[config.mk]
export PLATFORM = sky130hd
export DESIGN_NAME = cpu
export DESIGN_NICKNAME = d
export VERILOG_FILES = /design/src/rtl/cpu.sv
export SDC_FILE = /design/constraint.sdc
export NUM_CORES = 1
export LEC_CHECK = 0
export BUFFER_PORTS_ARGS = -buffer_cell sky130_fd_sc_hd__buf_2
export CAP_MARGIN = 20
export CORE_MARGIN = 8
export CORE_UTILIZATION = 55
export DETAILED_ROUTE_END_ITERATION = 16
export MAX_ROUTING_LAYER = met4
export PLACE_DENSITY = 0.72
export SETUP_SLACK_MARGIN = 0.2
export SLEW_MARGIN = 20
export SYNTH_ARGS = -nofsm -noshare
export SYNTH_HDL_FRONTEND = slang
export SYNTH_SLANG_ARGS = --single-unit
[constraint.sdc]
create_clock -name clk -period 6.2 [get_ports clk]
set_clock_uncertainty 0.15 [all_clocks]
set_input_delay 1.24 -clock clk [delete_from_list [all_inputs] [get_ports clk]]
set_output_delay 1.24 -clock clk [all_outputs]
set_load 0.05 [all_outputs]
[src/rtl/cpu.sv]
// Multi-cycle 16-bit RISC core: eight general registers, shifter/ALU datapath,
// 3-bit status register and a single memory port shared by fetch and load/store.
module cpu (
    input  logic        clk,
    input  logic        reset,
    output logic [8:0]  mem_addr,
    output logic [1:0]  mem_cmd,
    input  logic [15:0] read_data,
    output logic [15:0] write_data,
    output logic        HALTLED
);
    localparam logic [3:0] S_RST   = 4'd0;
    localparam logic [3:0] S_IF1   = 4'd1;
    localparam logic [3:0] S_IF2   = 4'd2;
    localparam logic [3:0] S_UPC   = 4'd3;
    localparam logic [3:0] S_DEC   = 4'd4;
    localparam logic [3:0] S_WIMM  = 4'd5;
    localparam logic [3:0] S_GETA  = 4'd6;
    localparam logic [3:0] S_GETB  = 4'd7;
    localparam logic [3:0] S_EXEC  = 4'd8;
    localparam logic [3:0] S_WR    = 4'd9;
    localparam logic [3:0] S_ADDR  = 4'd10;
    localparam logic [3:0] S_MEMRD = 4'd11;
    localparam logic [3:0] S_WRLD  = 4'd12;
    localparam logic [3:0] S_MEMWR = 4'd13;
    localparam logic [3:0] S_HALT  = 4'd14;

    logic [3:0]  state;
    logic [8:0]  pc;
    logic [8:0]  data_addr;
    logic [15:0] ir;
    logic [15:0] a;
    logic [15:0] b;
    logic [15:0] c;
    logic [2:0]  Z;
    logic [15:0] regs [0:7];

    logic [2:0]  opcode;
    logic [1:0]  op;
    logic [2:0]  rn;
    logic [2:0]  rd;
    logic [1:0]  sh;
    logic [2:0]  rm;
    logic [15:0] imm8_sx;
    logic [15:0] imm5_sx;
    logic        is_movi;
    logic        is_mov;
    logic        is_alu;
    logic        is_cmp;
    logic        is_ldr;
    logic        is_str;
    logic [15:0] shifted;
    logic [15:0] alu_out;
    logic [15:0] addr_sum;
    logic        cmp_overflow;

    assign opcode  = ir[15:13];
    assign op      = ir[12:11];
    assign rn      = ir[10:8];
    assign rd      = ir[7:5];
    assign sh      = ir[4:3];
    assign rm      = ir[2:0];
    assign imm8_sx = {{8{ir[7]}}, ir[7:0]};
    assign imm5_sx = {{11{ir[4]}}, ir[4:0]};

    assign is_movi = (opcode == 3'b110) && (op == 2'b10);
    assign is_mov  = (opcode == 3'b110) && (op == 2'b00);
    assign is_alu  = (opcode == 3'b101);
    assign is_cmp  = is_alu && (op == 2'b01);
    assign is_ldr  = (opcode == 3'b011) && (op == 2'b00);
    assign is_str  = (opcode == 3'b100) && (op == 2'b00);

    always_comb begin
        shifted = b;
        case (sh)
            2'b01:   shifted = {b[14:0], 1'b0};
            2'b10:   shifted = {1'b0, b[15:1]};
            2'b11:   shifted = {b[15], b[15:1]};
            default: shifted = b;
        endcase
    end

    // Register MOV reuses the adder path: A is forced to zero in GETA.
    always_comb begin
        alu_out = a + shifted;
        if (is_alu) begin
            case (op)
                2'b01:   alu_out = a - shifted;
                2'b10:   alu_out = a & shifted;
                2'b11:   alu_out = ~shifted;
                default: alu_out = a + shifted;
            endcase
        end
    end

    assign addr_sum     = a + imm5_sx;
    assign cmp_overflow = (a[15] != shifted[15]) && (alu_out[15] != a[15]);

    always_ff @(posedge clk) begin
        if (reset) begin
            state     <= S_RST;
            pc        <= '0;
            data_addr <= '0;
            ir        <= '0;
            a         <= '0;
            b         <= '0;
            c         <= '0;
            Z         <= '0;
            for (int i = 0; i < 8; i++) regs[i] <= '0;
        end else begin
            case (state)
                S_RST: state <= S_IF1;
                S_IF1: state <= S_IF2;
                S_IF2: begin
                    ir    <= read_data;
                    state <= S_UPC;
                end
                S_UPC: begin
                    pc    <= pc + 9'd1;
                    state <= S_DEC;
                end
                S_DEC: begin
                    if (is_movi)                               state <= S_WIMM;
                    else if (is_mov || is_alu || is_ldr || is_str) state <= S_GETA;
                    else                                       state <= S_HALT;
                end
                S_WIMM: begin
                    regs[rn] <= imm8_sx;
                    state    <= S_IF1;
                end
                S_GETA: begin
                    a     <= is_mov ? 16'd0 : regs[rn];
                    state <= (is_ldr || is_str) ? S_ADDR : S_GETB;
                end
                S_GETB: begin
                    // A store fetches its data register here and parks it in C for the bus.
                    if (is_str) begin
                        b     <= regs[rd];
                        c     <= regs[rd];
                        state <= S_MEMWR;
                    end else begin
                        b     <= regs[rm];
                        state <= S_EXEC;
                    end
                end
                S_EXEC: begin
                    c <= alu_out;
                    if (is_cmp) Z <= {cmp_overflow, alu_out[15], (alu_out == 16'd0)};
                    state <= S_WR;
                end
                S_WR: begin
                    if (!is_cmp) regs[rd] <= c;
                    state <= S_IF1;
                end
                S_ADDR: begin
                    c         <= addr_sum;
                    data_addr <= addr_sum[8:0];
                    state     <= is_ldr ? S_MEMRD : S_GETB;
                end
                S_MEMRD: state <= S_WRLD;
                S_WRLD: begin
                    regs[rd] <= read_data;
                    state    <= S_IF1;
                end
                S_MEMWR: state <= S_IF1;
                S_HALT:  state <= S_HALT;
                default: state <= S_HALT;
            endcase
        end
    end

    always_comb begin
        case (state)
            S_IF1, S_IF2, S_MEMRD, S_WRLD: mem_cmd = 2'b01;
            S_MEMWR:                       mem_cmd = 2'b10;
            default:                       mem_cmd = 2'b00;
        endcase
    end

    assign mem_addr   = (state == S_MEMRD || state == S_WRLD || state == S_MEMWR) ? data_addr : pc;
    assign write_data = c;
    assign HALTLED    = (state == S_HALT);
endmodule

==> results of run 1 <==
[synth_stat cells, drive strengths merged, types with 5 or more instances]
library cell	instances	area [µm²]
nand3	12	60.1
xor2	8	70.1
and3	6	37.5
o2111ai	6	52.6
a22oi	23	173
mux2	48	541
mux2i	42	420
nand2	141	529
o211ai	7	52.6
a211oi	19	143
dfxtp	95	1900
nor3	16	85.1
inv	39	146
a21oi	128	641
o21ai	54	274
ha	48	601
xnor2	29	254
nor2	249	935
o31ai	6	45.0
o21a	7	52.6
a31oi	9	56.3
nor2b	14	87.6
or3	11	68.8
edfxtp	128	3840
o21bai	7	52.6
nand2b	21	131
o221ai	5	43.8
buf	20	90.1
clkbuf	75	282
mux4	96	2160
nor4	6	43.8
a41oi	6	52.6
a21o	6	45.0
[registers in the layout (all words and copies together), names as in the netlist, named ones only]
register and count:
ir 16, pc 9, write_data 16, regs 128, b 16, data_addr 9, a 16, state 4
[critical path: stages (launching register included)]
cell,delay [ns]
dfxtp_1,1.05
mux2i_1,0.17
o21ai_0,0.45
ha_1,0.36
o21bai_1,0.22
o2111ai_1,0.21
a2111oi_1,0.89
a211oi_1,0.26
nor4_1,0.29
mux2i_1,0.12
o31ai_1,0.23
o31ai_1,0.10
[how the worst max path moves through the flow]
stage	from	endpoint	slack, ns	depth (start not counted)
2_1_floorplan	ir[4]	write_data[13]	2.64	14
3_3_place_gp	reset	regs[0][8]	1.77	7
3_5_place_dp	reset	regs[0][8]	1.71	8
4_1_cts	ir[3]	write_data[15]	1.71	11
5_1_grt	ir[3]	write_data[13]	1.21	13
6_report	ir[3]	write_data[15]	1.57	11
[cell type report]
cell class / count / area, µm² / share of cell area (%)
multi-input combinational: 1081 / 8200 / 52.2
sequential: 223 / 5750 / 36.6
clock buffer: 31 / 637 / 4.05
tap: 335 / 419 / 2.67
timing repair buffer: 68 / 400 / 2.55
clock inverter: 12 / 159 / 1.01
inverter: 39 / 146 / 0.932
[routing by layer]
| layer | routed length (µm) | track usage, % | up-vias |
|---|---|---|---|
| li1 | - | - | 5323 |
| met1 | 17600 | 38.5 | 5851 |
| met2 | 21100 | 46.2 | 683 |
| met3 | 4900 | 5.68 | 125 |
| met4 | 2380 | 12.9 | 0 |
| met5 | 0 | - | - |
[logic make-up after synthesis]
logic type      count (synthesis)
buf+inv                       134
flops                         223
fa+ha+maj                      51
mux                           186
compound gates                314
simple gates                  493
xor+xnor                       37
[power by group through the flow]
stage / Combinational [mW] / Clock [mW] / Sequential (mW)
finish: 0.539 / 1.45 / 1.70
global route: 0.567 / 1.52 / 1.70
floorplan: 0.391 / 0 / 1.67
detailed placement: 0.522 / 0 / 1.72
CTS: 0.525 / 1.47 / 1.69
global placement: 0.517 / 0 / 1.72
==> reports/qor.csv, run 1 <==
stage,metric,value,unit
synth,number of enable flip-flop cells after synthesis,128,
worst_setup_path,R2R depth,11,
placed_design,global placer's final weighted congestion,1.08,
cts,clock sink total,223,
worst_setup_path,Crit Path Class,flop to flop,
placed_design,placed inst area,0.0149,mm²
status,status,finished clean,
run,Max Cap Viol,0,
drt,Wirelength per Cell,25.7,µm
placed_design,PortBufs,45,
synth,mapped cell area,0.0144,mm²
floorplanning,Core Area,0.0259,mm²
synth,adder-cell share of the synthesized area,4.58,%
cts,Clock Pin Slew Worst Setup and Hold Paths,0.06,ns
min_path,Min-Delay Startpoint,data_addr[0],
min_path,hold path cells,2,
cts,CTS HTree Levels,1,
cts,CTS Buf Count,24,
final_layout,post-route insts no fill,1789,
power,Peak VDD IR,0.000270,V
power,clock network power share,39.4,%
synth,XOR/XNOR share of the synthesized area,2.25,%
synth,area share of and/or/nand/nor cells after synthesis,14.6,%
global_route,total congestion overflow,0,
worst_setup_path,crit path capture type,flop,
sta,min Tclk post-route,4.63,ns
cts,clk root buf,clkbuf_16,
drt,Iteration-0 DRC Markers,1781,
global_route,largest net degree at the start of global routing,53,
power,Switching Share,27.0,%
floorplanning,FP Rows,59,
power,Seq pwr share,46.0,%
global_route,Global Route Usage Sum,30.0,%
sta,RSZ-0062 raised after global routing,no,
power,Net Sw Power,997,µW
cts,Skew-Pair Late Insertion Delay,0.54,ns
sta,Fin. Hold Viols,0,
synth,Mapped Avg Cell Area,10.0,µm²
sta,Slew headroom,17.7,%
cts,postcts setup bufs,0,
drt,DRC,0,
power,Lkg Pwr,5.41,nW
final_layout,"commonest non-fill, non-tap cells in the layout","nor2_1, nand2_1, edfxtp_1",
synth,multiplexer area fraction after synthesis,21.7,%
synth,Compound-Gate Fraction of Synth Area,13.5,%
floorplanning,Initial Utilization,55.7,%
global_route,initial antenna violation count,1,
sta,Slew Limit Fails,0,
worst_setup_path,r2r startpoint,ir[3],
final_layout,diode count,0,
sta,period utilization,74.7,%
sta,worst-margin pin slew,1.23,ns
drt,DR vias,12000,
synth,Syn Nets,1507,
synth,#FFs+latches synth,223,
power,Cell Int Power,2.69,mW
global_route,first-pass GRT wire length,69700,µm
final_layout,Layout Nets,1506,
final_layout,Area Growth Syn to Fin,8.97,%
worst_setup_path,Worst setup SP type,flop,
worst_setup_path,Worst EP required,6.44,ns
final_layout,design area,0.0157,mm²
cts,Clock Path Buffers,3,
sta,WHS,0.305,ns
floorplanning,Die Wd,178,µm
synth,synthesized instance count,1438,
power,Tot Pwr,3.69,mW
worst_setup_path,crit path max fanout,20,
power,pwr/cell area,235,mW/mm²
sta,final setup fails,0,
synth,Synth cell types,66,
floorplanning,Die Footprint,0.0317,mm²
placed_design,post-place setup slack,1.71,ns
worst_setup_path,arrival time at the worst endpoint,4.87,ns
cts,CTS tree,built,
final_layout,Filler cells,2150,
worst_setup_path,reg2reg end,write_data[15],
power,combinational power share,14.6,%
sta,Setup Total Neg Slack,0,ns
synth,Post-synth ARST share,0,%
synth,Synth Flop Type,edfxtp_1,
sta,Final Worst Setup Slack,1.57,ns
final_layout,share of cells above drive strength 1,18.5,%
drt,TritonRoute pass-1 iters,5,
drt,Avg Vias per Cell,6.70,
min_path,worst hold endpoint,data_addr[0],
worst_setup_path,Reg2Reg Setup Slack,1.57,ns
cts,count of hold-fix buffers inserted at cts,0,
drt,post-route ant nets,0,
sta,f_max,216,MHz
synth,yosys warns,0,
global_route,vias in the first global route,11400,
drt,final WL,45900,µm
final_layout,"most common cell after layout, fill and taps aside",nor2_1,
synth,largest family of logic cells by synthesized area,multiplexers,
placed_design,placed wire-length estimate,34300,µm
synth,"Seq/Total Area, Yosys",39.8,%
min_path,HP Class,flop to flop,
floorplanning,I/O Pins,46,
final_layout,fin util,60.6,%
placed_design,dpl cells,1746,
floorplanning,die height,178,µm
cts,post_cts resized,0,
Power figures use the tool's default switching activity.
==> inputs of run 2 (changes only) <==
--- a/config.mk
+++ b/config.mk
@@ -11,7 +11,7 @@
 export CORE_UTILIZATION = 55
 export DETAILED_ROUTE_END_ITERATION = 16
 export MAX_ROUTING_LAYER = met4
-export PLACE_DENSITY = 0.72
+export PLACE_DENSITY = 0.75
 export SETUP_SLACK_MARGIN = 0.2
 export SLEW_MARGIN = 20
 export SYNTH_ARGS = -nofsm -noshare
==> constraint.sdc (replaced) <==
create_clock -name clk -period 3.9 [get_ports clk]
set_clock_uncertainty 0.15 [all_clocks]
set_input_delay 0.78 -clock clk [delete_from_list [all_inputs] [get_ports clk]]
set_output_delay 0.78 -clock clk [all_outputs]
set_load 0.05 [all_outputs]
==> reports/qor.csv, run 2 (same netlist as run 1, synthesis figures left out) <==
stage,metric,value,unit,change
final_layout,Layout Nets,1538,,+2.1%
floorplanning,die height,178,µm,unchanged
cts,Clock Pin Slew Worst Setup and Hold Paths,0.06,ns,about the same
placed_design,global placer's final weighted congestion,0.948,,-13%
power,Lkg Pwr,5.61,nW,+3.6%
floorplanning,Initial Utilization,55.7,%,unchanged
worst_setup_path,Worst EP required,2.97,ns,-3.47 ns
sta,Fin. Hold Viols,0,,unchanged
worst_setup_path,r2r startpoint,ir[3],,
sta,min Tclk post-route,3.53,ns,
final_layout,share of cells above drive strength 1,20.0,%,+1.5 points
floorplanning,Die Wd,178,µm,unchanged
cts,CTS Buf Count,25,,+4.2%
global_route,total congestion overflow,0,,unchanged
worst_setup_path,Critical path origin,state[2],,
worst_setup_path,crit path capture type,primary output,,
sta,period utilization,90.5,%,
worst_setup_path,reg2reg end,write_data[12],,
floorplanning,Die Footprint,0.0317,mm²,unchanged
final_layout,"most common cell after layout, fill and taps aside",nor2_1,,
drt,Avg Vias per Cell,6.52,,-2.7%
cts,Clock Path Buffers,3,,unchanged
placed_design,PortBufs,45,,unchanged
cts,CTS tree,built,,
drt,DRC,0,,unchanged
sta,final setup fails,0,,unchanged
floorplanning,I/O Pins,46,,unchanged
power,Peak VDD IR,0.000334,V,+24%
worst_setup_path,Crit Path Class,flop to primary output,,
drt,TritonRoute pass-1 iters,5,,unchanged
global_route,Global Route Usage Sum,27.8,%,-2.3 points
global_route,initial antenna violation count,0,,-1
final_layout,Area Growth Syn to Fin,11.3,%,
run,Max Cap Viol,0,,unchanged
sta,RSZ-0062 raised after global routing,no,,
floorplanning,FP Rows,59,,unchanged
drt,post-route ant nets,0,,unchanged
drt,Wirelength per Cell,23.4,µm,-8.7%
global_route,largest net degree at the start of global routing,67,,+26%
final_layout,max FFs per register,128,,unchanged
sta,f_max,283,MHz,
final_layout,Biggest register,regs,,
drt,final WL,42700,µm,-7.0%
sta,Slew Limit Fails,0,,unchanged
worst_setup_path,crit path max fanout,15,,-25%
cts,CTS HTree Levels,1,,unchanged
drt,Iteration-0 DRC Markers,1502,,-16%
worst_setup_path,R2R depth,12,,+1
global_route,vias in the first global route,11700,,+2.4%
status,status,finished clean,,
cts,Skew-Pair Late Insertion Delay,0.53,ns,about the same
sta,Setup Total Neg Slack,0,ns,unchanged
drt,DR vias,11900,,-0.86%
sta,Slew headroom,38.7,%,+21 points
placed_design,placed inst area,0.0151,mm²,+1.6%
min_path,HP Class,flop to flop,,
global_route,first-pass GRT wire length,66900,µm,-4.0%
worst_setup_path,Worst Setup EP,mem_addr[6],,
power,pwr/cell area,378,mW/mm²,+61%
cts,clock sink total,223,,unchanged
final_layout,"commonest non-fill, non-tap cells in the layout","nor2_1, nand2_1, edfxtp_1",,
placed_design,placed wire-length estimate,32000,µm,-6.7%
worst_setup_path,Worst setup SP type,flop,,
sta,worst-margin pin slew,0.919,ns,-0.315 ns
worst_setup_path,Reg2Reg Setup Slack,0.44,ns,-1.13 ns
worst_setup_path,arrival time at the worst endpoint,2.60,ns,-2.27 ns
cts,postcts setup bufs,0,,unchanged
floorplanning,Core Area,0.0259,mm²,unchanged
final_layout,diode count,0,,unchanged
final_layout,design area,0.0160,mm²,+2.1%
cts,clk root buf,clkbuf_16,,
run 2: changes by cell type in the layout (fill, tap and decap cells not counted), sizes merged:
cell	previous run	this run
clkbuf	31	29
bufinv	3	6
buf	68	99
clkinvlp	2	0
clkinv	6	9
inv	40	41
run 2: layout make-up:
cell class,instances,area [µm²]
repair buffers,99,649
flip-flops and latches,223,5750
well taps,335,419
multi-input cells,1081,8200
fillers,2045,9860
inverters,39,146
clock buffers,29,641
clock inverters,17,243
run 2: layer usage:
metal  wire [µm]  up-vias  track usage [%]  part of all wire [%]
met1       17000     5803             35.1                    40
met5           0        -                -                     0
met3        3820       82             4.49                   8.9
met4        1020        0             7.57                   2.4
met2       20900      609             45.8                    49
li1            -     5385                -                     -
run 2: worst min-delay path by stage:
stage	start	to	slack, ns	cells past startpoint
2_1_floorplan	data_addr[0]	data_addr[0]	0.28	2
4_1_cts	data_addr[7]	data_addr[7]	0.31	2
6_report	data_addr[2]	data_addr[2]	0.31	2
3_3_place_gp	data_addr[0]	data_addr[0]	0.29	2
5_1_grt	data_addr[8]	data_addr[8]	0.33	2
3_5_place_dp	data_addr[2]	data_addr[2]	0.30	2
run 2: critical path, cell delays in order (launching register included):
cell and delay, ns:
dfxtp_1 0.69, inv_1 0.24, mux2i_1 0.16, nand2_1 0.37, mux2_2 0.40, buf_2 0.21
run 2: power breakdown:
group | internal, mW | total, mW | leakage, nW | switching [mW]
Clock | 1.58 | 2.56 | 0.428 | 0.986
Sequential | 2.56 | 2.67 | 2.09 | 0.111
Combinational | 0.366 | 0.840 | 3.09 | 0.475
run 2: what timing repair did:
action,in CTS,in global routing
hold buffers,0,0
endpoints found under the setup margin,0,7
gates resized for setup,0,11
run 2: through the flow:
stage	hold WS [ns]	setup WS (ns)	std cells	total power, mW	utilization (%)
floorplan	0.284	0.339	1438	3.28	-
CTS	0.310	0.215	1823	6.08	61.8
global route	0.330	0.208	1823	6.24	61.9
global placement	0.293	0.336	1777	3.51	58.4
finish	0.309	0.370	1823	6.07	61.9
detailed placement	0.299	0.238	1777	3.54	58.4
==> inputs of run 3 (changes only) <==
--- a/config.mk
+++ b/config.mk
@@ -7,10 +7,10 @@
 export LEC_CHECK = 0
 export BUFFER_PORTS_ARGS = -buffer_cell sky130_fd_sc_hd__buf_2
 export CAP_MARGIN = 20
+export CORE_ASPECT_RATIO = 0.7
 export CORE_MARGIN = 8
 export CORE_UTILIZATION = 55
 export DETAILED_ROUTE_END_ITERATION = 16
-export MAX_ROUTING_LAYER = met4
 export PLACE_DENSITY = 0.75
 export SETUP_SLACK_MARGIN = 0.2
 export SLEW_MARGIN = 20
==> reports/qor.csv, run 3 (same netlist as run 1, synthesis figures left out) <==
stage,metric,value,unit,change
status,status,finished clean,,
drt,DR vias,12300,,+3.3%
sta,worst-margin pin slew,1.14,ns,+0.219 ns
final_layout,"commonest non-fill, non-tap cells in the layout","nor2_1, nand2_1, edfxtp_1",,
final_layout,Layout Nets,1544,,+0.39%
final_layout,share of cells above drive strength 1,21.3,%,+1.3 points
global_route,Global Route Usage Sum,28.3,%,+0.55 points
sta,Final Worst Setup Slack,0.374,ns,+0.00481 ns
final_layout,Sequential Area,0.00575,mm²,about the same
cts,CTS HTree Levels,1,,unchanged
sta,f_max,284,MHz,+0.14%
drt,DRC,0,,unchanged
global_route,initial antenna violation count,0,,unchanged
final_layout,diode count,0,,unchanged
worst_setup_path,Critical Path Max Stage Delay,0.67,ns,-0.02 ns
drt,Iteration-0 DRC Markers,1649,,+9.8%
cts,CTS tree,built,,
final_layout,Multi-input gate area,0.00822,mm²,+0.24%
global_route,total congestion overflow,0,,unchanged
final_layout,"most common cell after layout, fill and taps aside",nor2_1,,
floorplanning,FP Rows,49,,-17%
final_layout,design area,0.0160,mm²,about the same
cts,Clock Path Buffers,3,,unchanged
drt,TritonRoute pass-1 iters,6,,+1
final_layout,Biggest register,regs,,
worst_setup_path,WP buf/inv,2,,unchanged
power,pwr/cell area,366,mW/mm²,-3.3%
sta,Slew Limit Fails,0,,unchanged
drt,final WL,45300,µm,+5.9%
worst_setup_path,Worst setup SP type,flop,,
worst_setup_path,R2R depth,13,,+1
cts,clock sink total,223,,unchanged
min_path,HP Class,flop to flop,,
placed_design,placed wire-length estimate,32800,µm,+2.4%
worst_setup_path,Crit Path Class,flop to primary output,,
drt,post-route ant nets,0,,unchanged
sta,min Tclk post-route,3.53,ns,-0.00481 ns
placed_design,global placer's final weighted congestion,0.974,,+2.7%
sta,period utilization,90.4,%,-0.12 points
worst_setup_path,Crit path depth,5,,unchanged
power,Peak VDD IR,0.000442,V,+32%
worst_setup_path,crit path capture type,primary output,,
drt,Wirelength per Cell,24.8,µm,+5.8%
cts,count of hold-fix buffers inserted at cts,0,,unchanged
floorplanning,Core Area,0.0257,mm²,-0.62%
global_route,vias in the first global route,11600,,-0.97%
cts,clk root buf,clkbuf_16,,
placed_design,placed inst area,0.0152,mm²,+0.26%
drt,Avg Vias per Cell,6.72,,+3.2%
sta,Fin. Hold Viols,0,,unchanged
final_layout,Filler cells,2113,,+3.3%
placed_design,PortBufs,45,,unchanged
power,Lkg Pwr,5.62,nW,+0.22%
worst_setup_path,Worst EP required,2.97,ns,about the same
sta,RSZ-0062 raised after global routing,yes,,
cts,Skew-Pair Late Insertion Delay,0.54,ns,about the same
floorplanning,Die Wd,210,µm,+18%
floorplanning,I/O Pins,46,,unchanged
floorplanning,Initial Utilization,56.0,%,+0.35 points
floorplanning,Die Footprint,0.0317,mm²,+0.26%
global_route,largest net degree at the start of global routing,62,,-7.5%
sta,Setup Total Neg Slack,0,ns,unchanged
run,Max Cap Viol,0,,unchanged
final_layout,Area Growth Syn to Fin,11.2,%,about the same
min_path,hold path cells,2,,unchanged
placed_design,post-place setup slack,0.151,ns,-0.0873 ns
cts,CTS Buf Count,25,,unchanged
sta,Slew headroom,24.0,%,-15 points
global_route,first-pass GRT wire length,68900,µm,+3.0%
worst_setup_path,crit path max fanout,15,,unchanged
final_layout,max FFs per register,128,,unchanged
sta,final setup fails,0,,unchanged
worst_setup_path,"CP delay by family, top",flip-flops,,
cts,Clock Pin Slew Worst Setup and Hold Paths,0.06,ns,about the same
worst_setup_path,arrival time at the worst endpoint,2.60,ns,about the same
floorplanning,die height,151,µm,-15%
worst_setup_path,slowest CP cell,dfxtp_1,,
worst_setup_path,crit path cell chain,inv_1 -> mux2i_1 -> nand2_1 -> mux2_2 -> buf_2,,
## run 3: worst paths after layout
kind	start	end	slack [ns]
min reg2reg	data_addr[5]	data_addr[5]	0.30
max	state[2]	mem_addr[8]	0.37
min	data_addr[5]	data_addr[5]	0.30
max reg2reg	ir[3]	write_data[13]	0.45
## run 3: where the power goes
part	switching (mW)	internal, mW
combinational	0.488	0.371
sequential	0.124	2.56
clock	1.03	1.30
## run 3: per-layer routing
metal	vias up	wire (µm)	GRT usage, %
met5	-	0	0
met3	99	5850	7.17
li1	5404	-	-
met4	0	1350	8.19
met1	5926	19100	41.0
met2	839	19000	41.7
## run 3: what timing repair did
item,in CTS,in global routing
endpoints found under the setup margin,3,7
setup buffers,0,0
resized for setup,1,15
pin swaps,0,0
## run 3: area by class of cell
class                           count  area share [%]
Clock buffer                       30            4.37
Clock inverter                     16           0.702
Inverter                           39           0.913
Multi-Input combinational cell   1081            51.2
Sequential cell                   223            35.9
Tap cell                          331            2.58
Timing Repair Buffer              105            4.33
## run 3: stage by stage
stage               power [mW]  hold slack [ns]  cells  util [%]
global route              6.06            0.336   1825      62.3
detailed placement        3.56            0.300   1779      58.9
finish                    5.87            0.305   1825      62.3
CTS                       5.87            0.309   1825      62.1
floorplan                 3.28            0.284   1438         -
global placement          3.54            0.292   1779      58.9
## run 3: worst register-to-register path: cells and delay by family (launching register included)
kind	cells	cell delay, ns
AO/OA/AOI/OAI	6	1.42
buffers and inverters	2	0.47
adder cells (fa/ha/maj)	1	0.37
AND/OR/NAND/NOR	2	0.18
multiplexers	2	0.35
flip-flops	1	0.41
